===== config.mk =====
export PLATFORM = sky130hd
export DESIGN_NAME = dmem_arbiter
export DESIGN_NICKNAME = d
export VERILOG_FILES = /design/src/rtl/dmem_arb_pkg.sv /design/src/rtl/dmem_arbiter_rr_arbiter.sv /design/src/rtl/dmem_arbiter.sv
export SDC_FILE = /design/constraint.sdc
export NUM_CORES = 1
export LEC_CHECK = 0
export ABC_CLOCK_PERIOD_IN_PS = 3000
export CORE_MARGIN = 2
export CORE_UTILIZATION = 40
export DETAILED_ROUTE_END_ITERATION = 12
export HOLD_SLACK_MARGIN = 0.15
export MAX_ROUTING_LAYER = met4
export PLACE_DENSITY = 0.85
export SLEW_MARGIN = 20
export SYNTH_ARGS = -nofsm -noshare
export SYNTH_HDL_FRONTEND = slang
export SYNTH_SLANG_ARGS = --single-unit

===== constraint.sdc =====
create_clock -name clk -period 3 [get_ports clk]
set_input_delay 0.3 -clock clk [delete_from_list [all_inputs] [get_ports clk]]
set_output_delay 0.3 -clock clk [all_outputs]
set_load 0.01 [all_outputs]

===== src/rtl/dmem_arb_pkg.sv =====
// Shared types and constants for the data-memory arbiter: FSM state encodings
// and the memory command bus values.
package dmem_arb_pkg;

  typedef enum logic [1:0] {
    IDLE  = 2'd0,
    ISSUE = 2'd1,
    RESP  = 2'd2
  } state_t;

  localparam logic [1:0] CMD_IDLE  = 2'b00;
  localparam logic [1:0] CMD_WRITE = 2'b01;
  localparam logic [1:0] CMD_READ  = 2'b10;

  function automatic logic [1:0] cmd_for(input logic we);
    return we ? CMD_WRITE : CMD_READ;
  endfunction

endpackage


===== src/rtl/dmem_arbiter_rr_arbiter.sv =====
// Combinational round-robin picker: selects the first requester at or after
// the pointer, scanning in ascending index order with wrap-around.
module rr_arbiter #(
  parameter int NUM_REQ = 2,
  parameter int IDX_W   = $clog2(NUM_REQ)
) (
  input  logic [NUM_REQ-1:0] i_req,
  input  logic [IDX_W-1:0]   i_ptr,
  output logic [NUM_REQ-1:0] o_win_oh,
  output logic [IDX_W-1:0]   o_win_idx,
  output logic               o_any
);

  logic [IDX_W-1:0] w_j;

  // Scan from the farthest offset down so the nearest requester overwrites last.
  always_comb begin
    o_win_oh  = '0;
    o_win_idx = '0;
    o_any     = |i_req;
    w_j       = '0;
    for (int off = NUM_REQ - 1; off >= 0; off--) begin
      w_j = IDX_W'((int'(i_ptr) + off) % NUM_REQ);
      if (i_req[w_j]) begin
        o_win_oh       = '0;
        o_win_oh[w_j]  = 1'b1;
        o_win_idx      = w_j;
      end
    end
  end

endmodule


===== src/rtl/dmem_arbiter.sv =====
// Round-robin arbiter sharing one single-port big-endian data memory among
// NUM_REQ requesters. Optional request legality check: DMEM_ARB_CHECK_EN.
module dmem_arbiter
  import dmem_arb_pkg::*;
#(
  parameter int NUM_REQ   = 2,
  parameter int ADDR_W    = 32,
  parameter int DATA_W    = 32,
  parameter int MEM_BYTES = 32
) (
  input  logic                      clk,
  input  logic                      rst_n,
  input  logic [NUM_REQ-1:0]        req,
  input  logic [NUM_REQ-1:0]        req_we,
  input  logic [NUM_REQ-1:0]        req_byte,
  input  logic [NUM_REQ*ADDR_W-1:0] req_addr,
  input  logic [NUM_REQ*DATA_W-1:0] req_wdata,
  output logic [NUM_REQ-1:0]        gnt,
  output logic [NUM_REQ-1:0]        ack,
  output logic [DATA_W-1:0]         rsp_rdata,
  output logic                      rsp_err,
  output logic [ADDR_W-1:0]         mem_addr,
  output logic [DATA_W-1:0]         mem_wdata,
  output logic [1:0]                mem_cmd,
  output logic                      mem_word_byte,
  input  logic [DATA_W-1:0]         mem_rdata,
  output logic                      busy
);

  localparam int IDX_W = $clog2(NUM_REQ);

  state_t              r_state, w_state_nxt;
  logic [IDX_W-1:0]    r_ptr, r_idx, w_win_idx, w_ptr_nxt;
  logic [NUM_REQ-1:0]  w_win_oh, w_idx_oh;
  logic                w_any, w_grant;
  logic                r_we, r_byte, r_err;
  logic [ADDR_W-1:0]   r_addr;
  logic [DATA_W-1:0]   r_wdata;
  logic                w_sel_we, w_sel_byte;
  logic [ADDR_W-1:0]   w_sel_addr;
  logic [DATA_W-1:0]   w_sel_wdata;
  logic                w_chk_en, w_illegal;
  logic [ADDR_W:0]     w_end;

  rr_arbiter #(.NUM_REQ(NUM_REQ), .IDX_W(IDX_W)) u_rr (
    .i_req     (req),
    .i_ptr     (r_ptr),
    .o_win_oh  (w_win_oh),
    .o_win_idx (w_win_idx),
    .o_any     (w_any)
  );

  // Arbitration is open in IDLE and RESP, closed only during ISSUE.
  assign w_grant   = w_any && (r_state != ISSUE);
  assign w_ptr_nxt = (w_win_idx == IDX_W'(NUM_REQ - 1)) ? '0 : w_win_idx + 1'b1;
  assign w_idx_oh  = NUM_REQ'(1) << r_idx;

  always_comb begin
    w_sel_we    = 1'b0;
    w_sel_byte  = 1'b0;
    w_sel_addr  = '0;
    w_sel_wdata = '0;
    for (int i = 0; i < NUM_REQ; i++) begin
      if (w_win_oh[i]) begin
        w_sel_we    = req_we[i];
        w_sel_byte  = req_byte[i];
        w_sel_addr  = req_addr[i*ADDR_W +: ADDR_W];
        w_sel_wdata = req_wdata[i*DATA_W +: DATA_W];
      end
    end
  end

`ifdef DMEM_ARB_CHECK_EN
  assign w_chk_en = 1'b1;
`else
  assign w_chk_en = 1'b0;
`endif

  // Extra top bit keeps addr+size from wrapping near the top of the address space.
  assign w_end     = {1'b0, w_sel_addr} + (ADDR_W+1)'(w_sel_byte ? 1 : 4);
  assign w_illegal = w_chk_en &&
                     ((!w_sel_byte && (w_sel_addr[1:0] != 2'b00)) ||
                      (w_end > (ADDR_W+1)'(MEM_BYTES)));

  always_ff @(posedge clk or negedge rst_n) begin
    if (!rst_n) r_state <= IDLE;
    else        r_state <= w_state_nxt;
  end

  always_comb begin
    w_state_nxt   = r_state;
    gnt           = '0;
    ack           = '0;
    mem_cmd       = CMD_IDLE;
    mem_addr      = r_addr;
    mem_wdata     = r_wdata;
    mem_word_byte = r_byte;
    busy          = 1'b0;
    case (r_state)
      IDLE: begin
        w_state_nxt = w_grant ? ISSUE : IDLE;
      end
      ISSUE: begin
        gnt         = w_idx_oh;
        busy        = 1'b1;
        mem_cmd     = r_err ? CMD_IDLE : cmd_for(r_we);
        w_state_nxt = RESP;
      end
      RESP: begin
        ack         = w_idx_oh;
        busy        = 1'b1;
        w_state_nxt = w_grant ? ISSUE : IDLE;
      end
      default: w_state_nxt = IDLE;
    endcase
  end

  // Latch the winner at the granting edge; capture load data as ISSUE closes.
  always_ff @(posedge clk or negedge rst_n) begin
    if (!rst_n) begin
      r_ptr     <= '0;
      r_idx     <= '0;
      r_we      <= 1'b0;
      r_byte    <= 1'b0;
      r_err     <= 1'b0;
      r_addr    <= '0;
      r_wdata   <= '0;
      rsp_rdata <= '0;
      rsp_err   <= 1'b0;
    end else begin
      if (w_grant) begin
        r_ptr   <= w_ptr_nxt;
        r_idx   <= w_win_idx;
        r_we    <= w_sel_we;
        r_byte  <= w_sel_byte;
        r_err   <= w_illegal;
        r_addr  <= w_sel_addr;
        r_wdata <= w_sel_wdata;
      end
      if (r_state == ISSUE) begin
        rsp_err <= r_err;
        if (!r_we && !r_err)
          rsp_rdata <= r_byte ? {{(DATA_W-8){1'b0}}, mem_rdata[7:0]} : mem_rdata;
      end
    end
  end

endmodule


# == Word level (Yosys, flattened, before mapping) ==
# Index checks and enable logic that the tools add are counted.
# W data, S select, Z words.
# op_classes
add_sub_neg,2
mul,0
n_div,0
order_cmp,4
n_eq_ne,3
n_shift,1
n_mux,29
bitwise_logic,0
n_reduce_logical,9
# op_table
operator,n
$mux W32,5
$mux W1,15
$mux W2,6
$reduce_or A2 Y1,3
$lt A1 B2 Y1 const B,2
$pmux W2 S2,1
$logic_and A1 B1 Y1,3
$add A1 B1 Y1 const B,2
$demux W1 S1,2
$eq A2 B1 Y1 const B,1
$eq A2 B2 Y1 const B,1
$ge A1 B1 Y1 const B,2
$logic_not A2 Y1,1
$ne A2 B1 Y1 const B,1
$reduce_and A2 Y1,1
$shl A1 B1 Y2 const A,1
$logic_not A1 Y1,1
# totals
register_bits,102
latch_bits,0
ramBits,0
rom_bits,0
word_cells,56
mem_count,0

# == Logic depth before layout (Yosys ltp) ==
# Gate-level depths: netlist (run 1).
# logic_depth
ltp_word,9
ltp_mapped,7
mapped_depth_nobuf,5

# == Cells and area by module ==
# A second synthesis (run 1) with hierarchy kept.
# hier_totals
cells_unflattened,446
hier_area_um2,4489.3
# by_module_without_submodules
mod,n_inst,cells_per_inst,area_each_um2,seq_area_each_um2
dmem_arbiter,1,441,4456.8,2552.4
rr_arbiter,1,5,32.5,0.0

# == Least setup slack after synthesis (run 1) ==
# Ideal clock, no wire load.
# synth_timing
path_type,register -> output
start,register r_state[0]
end,output mem_cmd[1]
arrival_time_ns,1.348
t_required_ns,2.700
setup_slack_ns,1.352
stages_incl_launch_ff,6
path_buffers,2
cell_sequence,dfrtp_1 > ha_1 > nand2b_1 > buf_2 > clkbuf_1 > inv_1
# synth_via
elab_chain_cells,2
# synth_rtl
element,line_no,source
"start, declared",dmem_arbiter.sv:32,"state_t r_state, w_state_nxt;"
"start signal, assigned",dmem_arbiter.sv:87,else r_state <= w_state_nxt;
$eq A2 B1 Y1,dmem_arbiter.sv:99,case (r_state)
$mux W2,dmem_arbiter.sv:99,
"end, declared",dmem_arbiter.sv:24,"output logic [1:0] mem_cmd,"
# Every way passes these cells.

# == Worst setup path in the final report (run 1) ==
# layout_timing
start,register r_state[1]
end,output mem_cmd[0]
# Same word-level chain as after synthesis.

==> metrics, run 1 <==
number of cell rows 38; Final nets 834; final core utilization 68.85%; initial core utilization 41.32%; clock-pin transition on the worst setup and hold timing paths 0.11 ns; Routed wire per std cell 17.29 um; unrepaired setup endpoints after global routing no; arrival time of the worst setup path 1.95 ns; via-per-instance ratio 5.154; Yosys warnings 0; number of ports placed on the die boundary 273; pre-CTS setup slack 0.8678 ns; cell types with the largest area share after synthesis sky130_fd_sc_hd__dfrtp_1 (57%), sky130_fd_sc_hd__a221o_1 (8.5%), sky130_fd_sc_hd__and2_1 (5.7%), sky130_fd_sc_hd__a32oi_1 (5.5%), sky130_fd_sc_hd__nand2b_1 (3.6%); total power draw 6.942 mW; post-detailed-route DRC marker count 0; worst voltage drop across the vdd grid 484.4 uV; Power Density 926.1 nW/um2; clock tree from TritonCTS done; actual slew at the worst max-slew pin 0.6036 ns; synthesis-to-finish area growth 66.60%; horizontal die dimension 110.1 um; count of final hold-check violations 0; Fmax 443.9 MHz; placed instance area 7269 um2; GRT Resource Usage Total 22.85%; first-pass GRT wire length 20,750 um; largest net degree at the start of global routing 57; Iter 0 DRT Violations 220; number of distinct standard cells referenced by the synthesized netlist 25; Setup-failing EPs final 0; post-synthesis sequential area ratio 56.73%; number of buffers added by the clock tree synthesis step 9; shortest clock period the worst path allows after layout 2.253 ns; Cell Count Post-Placement 789; worst path required time 2.70 ns; FILL cells 822; mean post-synth cell area 11.11 um2; library cell occupying the most area in the post-synthesis netlist sky130_fd_sc_hd__dfrtp_1; Core Footprint 10,890 um2; Multi-input gate area 1745 um2; area enclosed by the die boundary 12,110 um2; setup tns final 0 ns; final worst hold slack 0.4592 ns; antenna violations before repair 0; post-synthesis net count 578; H-tree levels 3; count of state elements after synthesis 102; # hold bufs at CTS 1; number of cells produced by synthesis 405; Clk Latency, worst-skew pair 0.35 ns; proportion of layout cells with a drive suffix above 1 5.865%; Max Cap Violations 0; min-delay worst type input port to asynchronous set/reset pin; final antenna-violating net count 0; final number of max-transition violations 0; worst-case clock buffer depth 2; number of clock sinks 102; vias in the first global route 4,178; sort of element at the end of the critical path output pin; footprint of the flip-flops and latches 2552 um2; number of buffers added on ports 271; largest driver fanout on the critical path 8; Post-Synthesis Cell Area 4499 um2; final standard cell count with taps included and fillers excluded 805; DP Wirelength 10,530 um; chip height 110.1 um; final worst path period share 75.09%; status finished, final reports clean; remaining global-route overflow 0; maximum clock skew at final layout 0.01574 ns; share of the synthesized area in the top cell type 56.73%; worst-case setup margin in the final layout 0.7474 ns; buffer count from post-CTS setup fixing 0; Worst Setup Path Type flop to output pin; worst slew margin relative to its limit 59.76%; final cell area excluding filler cells 7496 um2; Pleak 3.087 nW; CTS Root Cell sky130_fd_sc_hd__clkbuf_8; post-CTS resize count 0; nature of the critical path startpoint flop; final weighted congestion of routability-driven global placement 0.8012; routed wire length 13,920 um; Register-to-Register Setup Slack 1.05 ns; Antenna diodes 0; drt first pass iters 5; vias after detailed routing 4,149
-- cells in the final DEF (no fill, tap or decap), types with 20 or more instances in the layout --
cell / instances
sky130_fd_sc_hd__nand2b_1: 25
sky130_fd_sc_hd__a21oi_1: 28
sky130_fd_sc_hd__o21ai_0: 20
sky130_fd_sc_hd__and2_1: 41
sky130_fd_sc_hd__a32oi_1: 28
sky130_fd_sc_hd__nor2_1: 31
sky130_fd_sc_hd__clkdlybuf4s50_1: 270
sky130_fd_sc_hd__dfrtp_1: 102
sky130_fd_sc_hd__a221o_1: 38
sky130_fd_sc_hd__nand2_1: 24
-- cell usage after synthesis (all sizes together) --
| cell | instances |
|---|---|
| nor3 | 1 |
| nor2 | 31 |
| dfrtp | 102 |
| a32oi | 28 |
| mux2 | 8 |
| a21oi | 28 |
| a21o | 1 |
| o21bai | 1 |
| ha | 5 |
| nand2b | 26 |
| o21ba | 1 |
| inv | 3 |
| and2 | 41 |
| conb | 1 |
| nand2 | 24 |
| nor2b | 3 |
| a221o | 38 |
| clkbuf | 14 |
| and3b | 1 |
| buf | 23 |
| o21ai | 24 |
| a21boi | 1 |
-- cells by family after synthesis --
group,share of synthesized area [%]
fa+ha+maj,1.390
other cells,0.08335
compound gates,20.41
simple gates,14.63
mux,2.002
flops,56.73
buf+inv,4.755
-- cell type report --
class | count | share of cell area, %
clock buffers | 9 | 1.652
clock inverters | 6 | 1.235
repair buffers | 282 | 37.29
multi-input cells | 263 | 23.28
flip-flops and latches | 102 | 34.05
inverters | 3 | 0.1502
well taps | 140 | 2.337
-- state kept, by name, summed over array words and instances (netlist names) --
register and cells:
mem_addr 32, mem_wdata 32, mem_word_byte 1, r_idx 1, r_ptr 1, r_state 2
r_we 1, rsp_rdata 32
-- routing by layer --
metal	track usage (%)	wire length (um)	part of all wire (%)	vias to the layer above
li1	-	-	-	1968
met2	40.01	7322	53	169
met5	-	0	0	-
met3	4.527	937	6.7	22
met1	26.79	5390	39	1990
met4	6.239	270	1.9	0
-- worst paths after layout --
| path | startpoint | to | cells past startpoint |
|---|---|---|---|
| worst min-delay path | rst_n | rsp_rdata[0]$_DFFE_PN0P_ | 2 |
| min in group clk | mem_rdata[27] | rsp_rdata[27]$_DFFE_PN0P_ | 3 |
| worst max register to register | r_state[1]$_DFF_PN0_ | mem_wdata[23]$_DFFE_PN0P_ | 6 |
| max in group asynchronous | rst_n | r_ptr$_DFFE_PN0P_ | 3 |
| worst min register to register | rsp_rdata[31]$_DFFE_PN0P_ | rsp_rdata[31]$_DFFE_PN0P_ | 2 |
| worst max-delay path | r_state[1]$_DFF_PN0_ | mem_cmd[0] | 4 |
-- report_power, final --
group          switching, mW  leakage, nW  internal, mW  total (mW)
logic                   1.51         1.74          2.01        3.52
registers              0.417         1.25          2.05        2.47
clock network          0.478        0.102         0.472       0.950
total                   2.40         3.09          4.54        6.94
-- worst max-delay path: stages, from the launching register on --
cell and delay, ns:
sky130_fd_sc_hd__dfrtp_1 0.42, sky130_fd_sc_hd__inv_1 0.11, sky130_fd_sc_hd__ha_1 0.35, sky130_fd_sc_hd__and2_1 0.18
sky130_fd_sc_hd__clkdlybuf4s50_1 0.55
No activity file was read; power rests on OpenSTA's default activity.
==> inputs of run 2 (changes only) <==
Settings changed: ABC_CLOCK_PERIOD_IN_PS 3000 to 1900, CORE_UTILIZATION 40 to 34, PLACE_DENSITY 0.85 to 0.77.
Clock period 3 ns to 1.9 ns, I/O delays scaled along.
==> run 2 against run 1 <==
  * Via count increased by 1.7%
  * Cell count increased by 4.7%
  * Die area increased by 17%
  * Sequential power increased by 55%
  * Design area increased by 3.5%
  * Sequential cell count unchanged
  * Total power increased by 69%
  * Routed wire length increased by 1.8%
  * Register-to-register slack got worse by 0.88 ns
  * Sequential share of layout area decreased by 1.1 points
  * First-iteration DRC count increased by 19%
  * Clock skew decreased by 0.0075 ns
  * Critical endpoint is now mem_wdata[0]$_DFFE_PN0P_
  * Largest cell class unchanged
==> metrics, run 2 (same netlist as run 1, synthesis figures left out) <==
DP Wirelength 10,480 um; highest metal used met4; Fmax 577.1 MHz; Core Footprint 13,090 um2; area enclosed by the die boundary 14,170 um2; commonest cells after routing, fill and taps aside sky130_fd_sc_hd__clkdlybuf4s50_1 (263), sky130_fd_sc_hd__dfrtp_1 (101), sky130_fd_sc_hd__and2_1 (41), sky130_fd_sc_hd__a221o_1 (38), sky130_fd_sc_hd__nor2_1 (31); Worst Setup Path Type flop to flop; worst voltage drop across the vdd grid 576.0 uV; final antenna-violating net count 0; Iter 0 DRT Violations 261; unrepaired setup endpoints after global routing no; Setup-failing EPs final 0; shortest clock period the worst path allows after layout 1.733 ns; final number of max-transition violations 0; Clk Latency, worst-skew pair 0.34 ns; proportion of layout cells with a drive suffix above 1 6.447%; final worst path period share 91.20%; most common library cell in the layout ignoring fill and taps sky130_fd_sc_hd__clkdlybuf4s50_1; Final nets 836; pre-CTS setup slack 0.05459 ns; chip height 119.0 um; routed length on met1 5774 um; antenna violations before repair 0; largest driver fanout on the critical path 40; FILL cells 1,073; final weighted congestion of routability-driven global placement 0.8350; Pleak 3.222 nW; Cell Count Post-Placement 826; number of ports placed on the die boundary 273; Routed wire per std cell 16.81 um; worst-case clock buffer depth 2; nature of the critical path startpoint flop; routed wire length 14,170 um; Antenna diodes 0; CTS Root Cell sky130_fd_sc_hd__clkbuf_16; Detail Route met2 WL 7198 um; maximum cell stage delay along the critical path 0.38 ns; status finished, final reports clean; arrival time of the worst setup path 1.96 ns; min-delay worst type input port to asynchronous set/reset pin; startpoint of the worst-slack reg-to-reg timing path r_state[1]$_DFF_PN0_; drt first pass iters 4; number of buffers added by the clock tree synthesis step 9; count of final hold-check violations 0; final worst hold slack 0.2735 ns; Max Cap Violations 0; clock-pin transition on the worst setup and hold timing paths 0.06 ns; number of cell instances on the worst register-to-register path 7; first-pass GRT wire length 22,450 um; Power Density 1508 nW/um2; met3 wire length 750 um; largest net degree at the start of global routing 58; horizontal die dimension 119.0 um; GRT Resource Usage Total 20.58%; H-tree levels 3; sort of element at the end of the critical path flop; reg-to-reg endpoint mem_wdata[0]$_DFFE_PN0P_; via-per-instance ratio 5.004; Register-to-Register Setup Slack 0.17 ns; maximum clock skew at final layout 0.008236 ns; initial core utilization 34.39%; number of cell rows 42; post-detailed-route DRC marker count 0; setup tns final 0 ns; clock tree from TritonCTS done; worst path required time 2.12 ns; number of buffers added on ports 271; synthesis-to-finish area growth 72.50%; remaining global-route overflow 0; Cell Chain, Critical Path inv_2 > ha_4 > buf_4 > o21bai_2 > buf_12 > and2_1 > a221o_1; Slowest-stage cell, CP sky130_fd_sc_hd__dfrtp_1; number of clock sinks 102; worst-case setup margin in the final layout 0.1673 ns; vias after detailed routing 4,218; final standard cell count with taps included and fillers excluded 843; vias in the first global route 4,422
-- run 2: changes by cell type in the layout (fill, tap and decap cells not counted), moves of 2 or more --
cell / previous run / this run
sky130_fd_sc_hd__clkbuf_16: 0 / 9
sky130_fd_sc_hd__clkdlybuf4s50_1: 270 / 263
sky130_fd_sc_hd__clkinvlp_4: 2 / 0
sky130_fd_sc_hd__clkbuf_8: 9 / 1
sky130_fd_sc_hd__buf_4: 11 / 7
sky130_fd_sc_hd__dlygate4sd2_1: 0 / 6
sky130_fd_sc_hd__inv_6: 2 / 0
sky130_fd_sc_hd__buf_12: 0 / 6
-- run 2: metal layers --
layer,up-vias,GRT usage (%)
met2,161,35.13
met5,-,-
li1,1971,-
met1,2054,23.63
met3,32,4.023
met4,0,8.854
-- run 2: final cells by class --
| type | instances | area [um2] | share of cell area (%) |
|---|---|---|---|
| flip-flops and latches | 102 | 2554 | 32.90 |
| inverters | 3 | 11.26 | 0.1451 |
| well taps | 176 | 220.2 | 2.837 |
| clock inverters | 4 | 95.09 | 1.225 |
| clock buffers | 11 | 242.7 | 3.128 |
| multi-input cells | 263 | 1758 | 22.65 |
| repair buffers | 284 | 2880 | 37.11 |
-- run 2: report_power, final --
part,internal [mW],switching [mW]
logic,3.29,2.51
clock network,1.31,0.759
registers,3.25,0.586
total,7.86,3.85
-- run 2: through the flow --
stage	power, mW	area [um2]	utilization (%)
3_3_place_gp	9.517	7397	56.53
5_1_grt	12.43	7761	59.31
3_5_place_dp	9.699	7397	56.53
4_1_cts	11.87	7759	59.29
6_report	11.71	7761	59.31
2_1_floorplan	6.408	4499	-
-- run 2: how the worst max path moves through the flow --
| stage | slack (ns) | startpoint | end | cells past startpoint |
|---|---|---|---|---|
| 2_1_floorplan | 0.31 | r_state[1]$_DFF_PN0_ | mem_addr[0]$_DFFE_PN0P_ | 6 |
| 3_3_place_gp | 0.1 | r_state[1]$_DFF_PN0_ | mem_cmd[1] | 5 |
| 3_5_place_dp | 0.05 | r_state[1]$_DFF_PN0_ | mem_addr[6]$_DFFE_PN0P_ | 5 |
| 4_1_cts | 0.01 | r_state[0]$_DFF_PN0_ | busy | 3 |
| 5_1_grt | 0.09 | r_state[0]$_DFF_PN0_ | ack[0] | 4 |
| 6_report | 0.17 | r_state[1]$_DFF_PN0_ | mem_wdata[0]$_DFFE_PN0P_ | 7 |
-- run 2: timing repair --
action | CTS | global route
buffers inserted | 1 | 0
endpoints found under the setup margin | 6 | 1
resized for setup | 10 | 1
hold endpoints to repair | 102 | 0
hold buffers | 1 | 0
-- run 2: worst max-delay path, delay by kind of cell (launching register included) --
kind	cells	cell delay, ns
AO/OA/AOI/OAI	2	0.46
adder cells (fa/ha/maj)	1	0.18
buffers and inverters	3	0.39
flip-flops	1	0.38
AND/OR/NAND/NOR	1	0.18
==> inputs of run 3 (changes only) <==
Settings changed: SLEW_MARGIN 20 to 25.
==> results of run 3 <==
The final DEF is identical to that of run 2; final timing and power are the same.
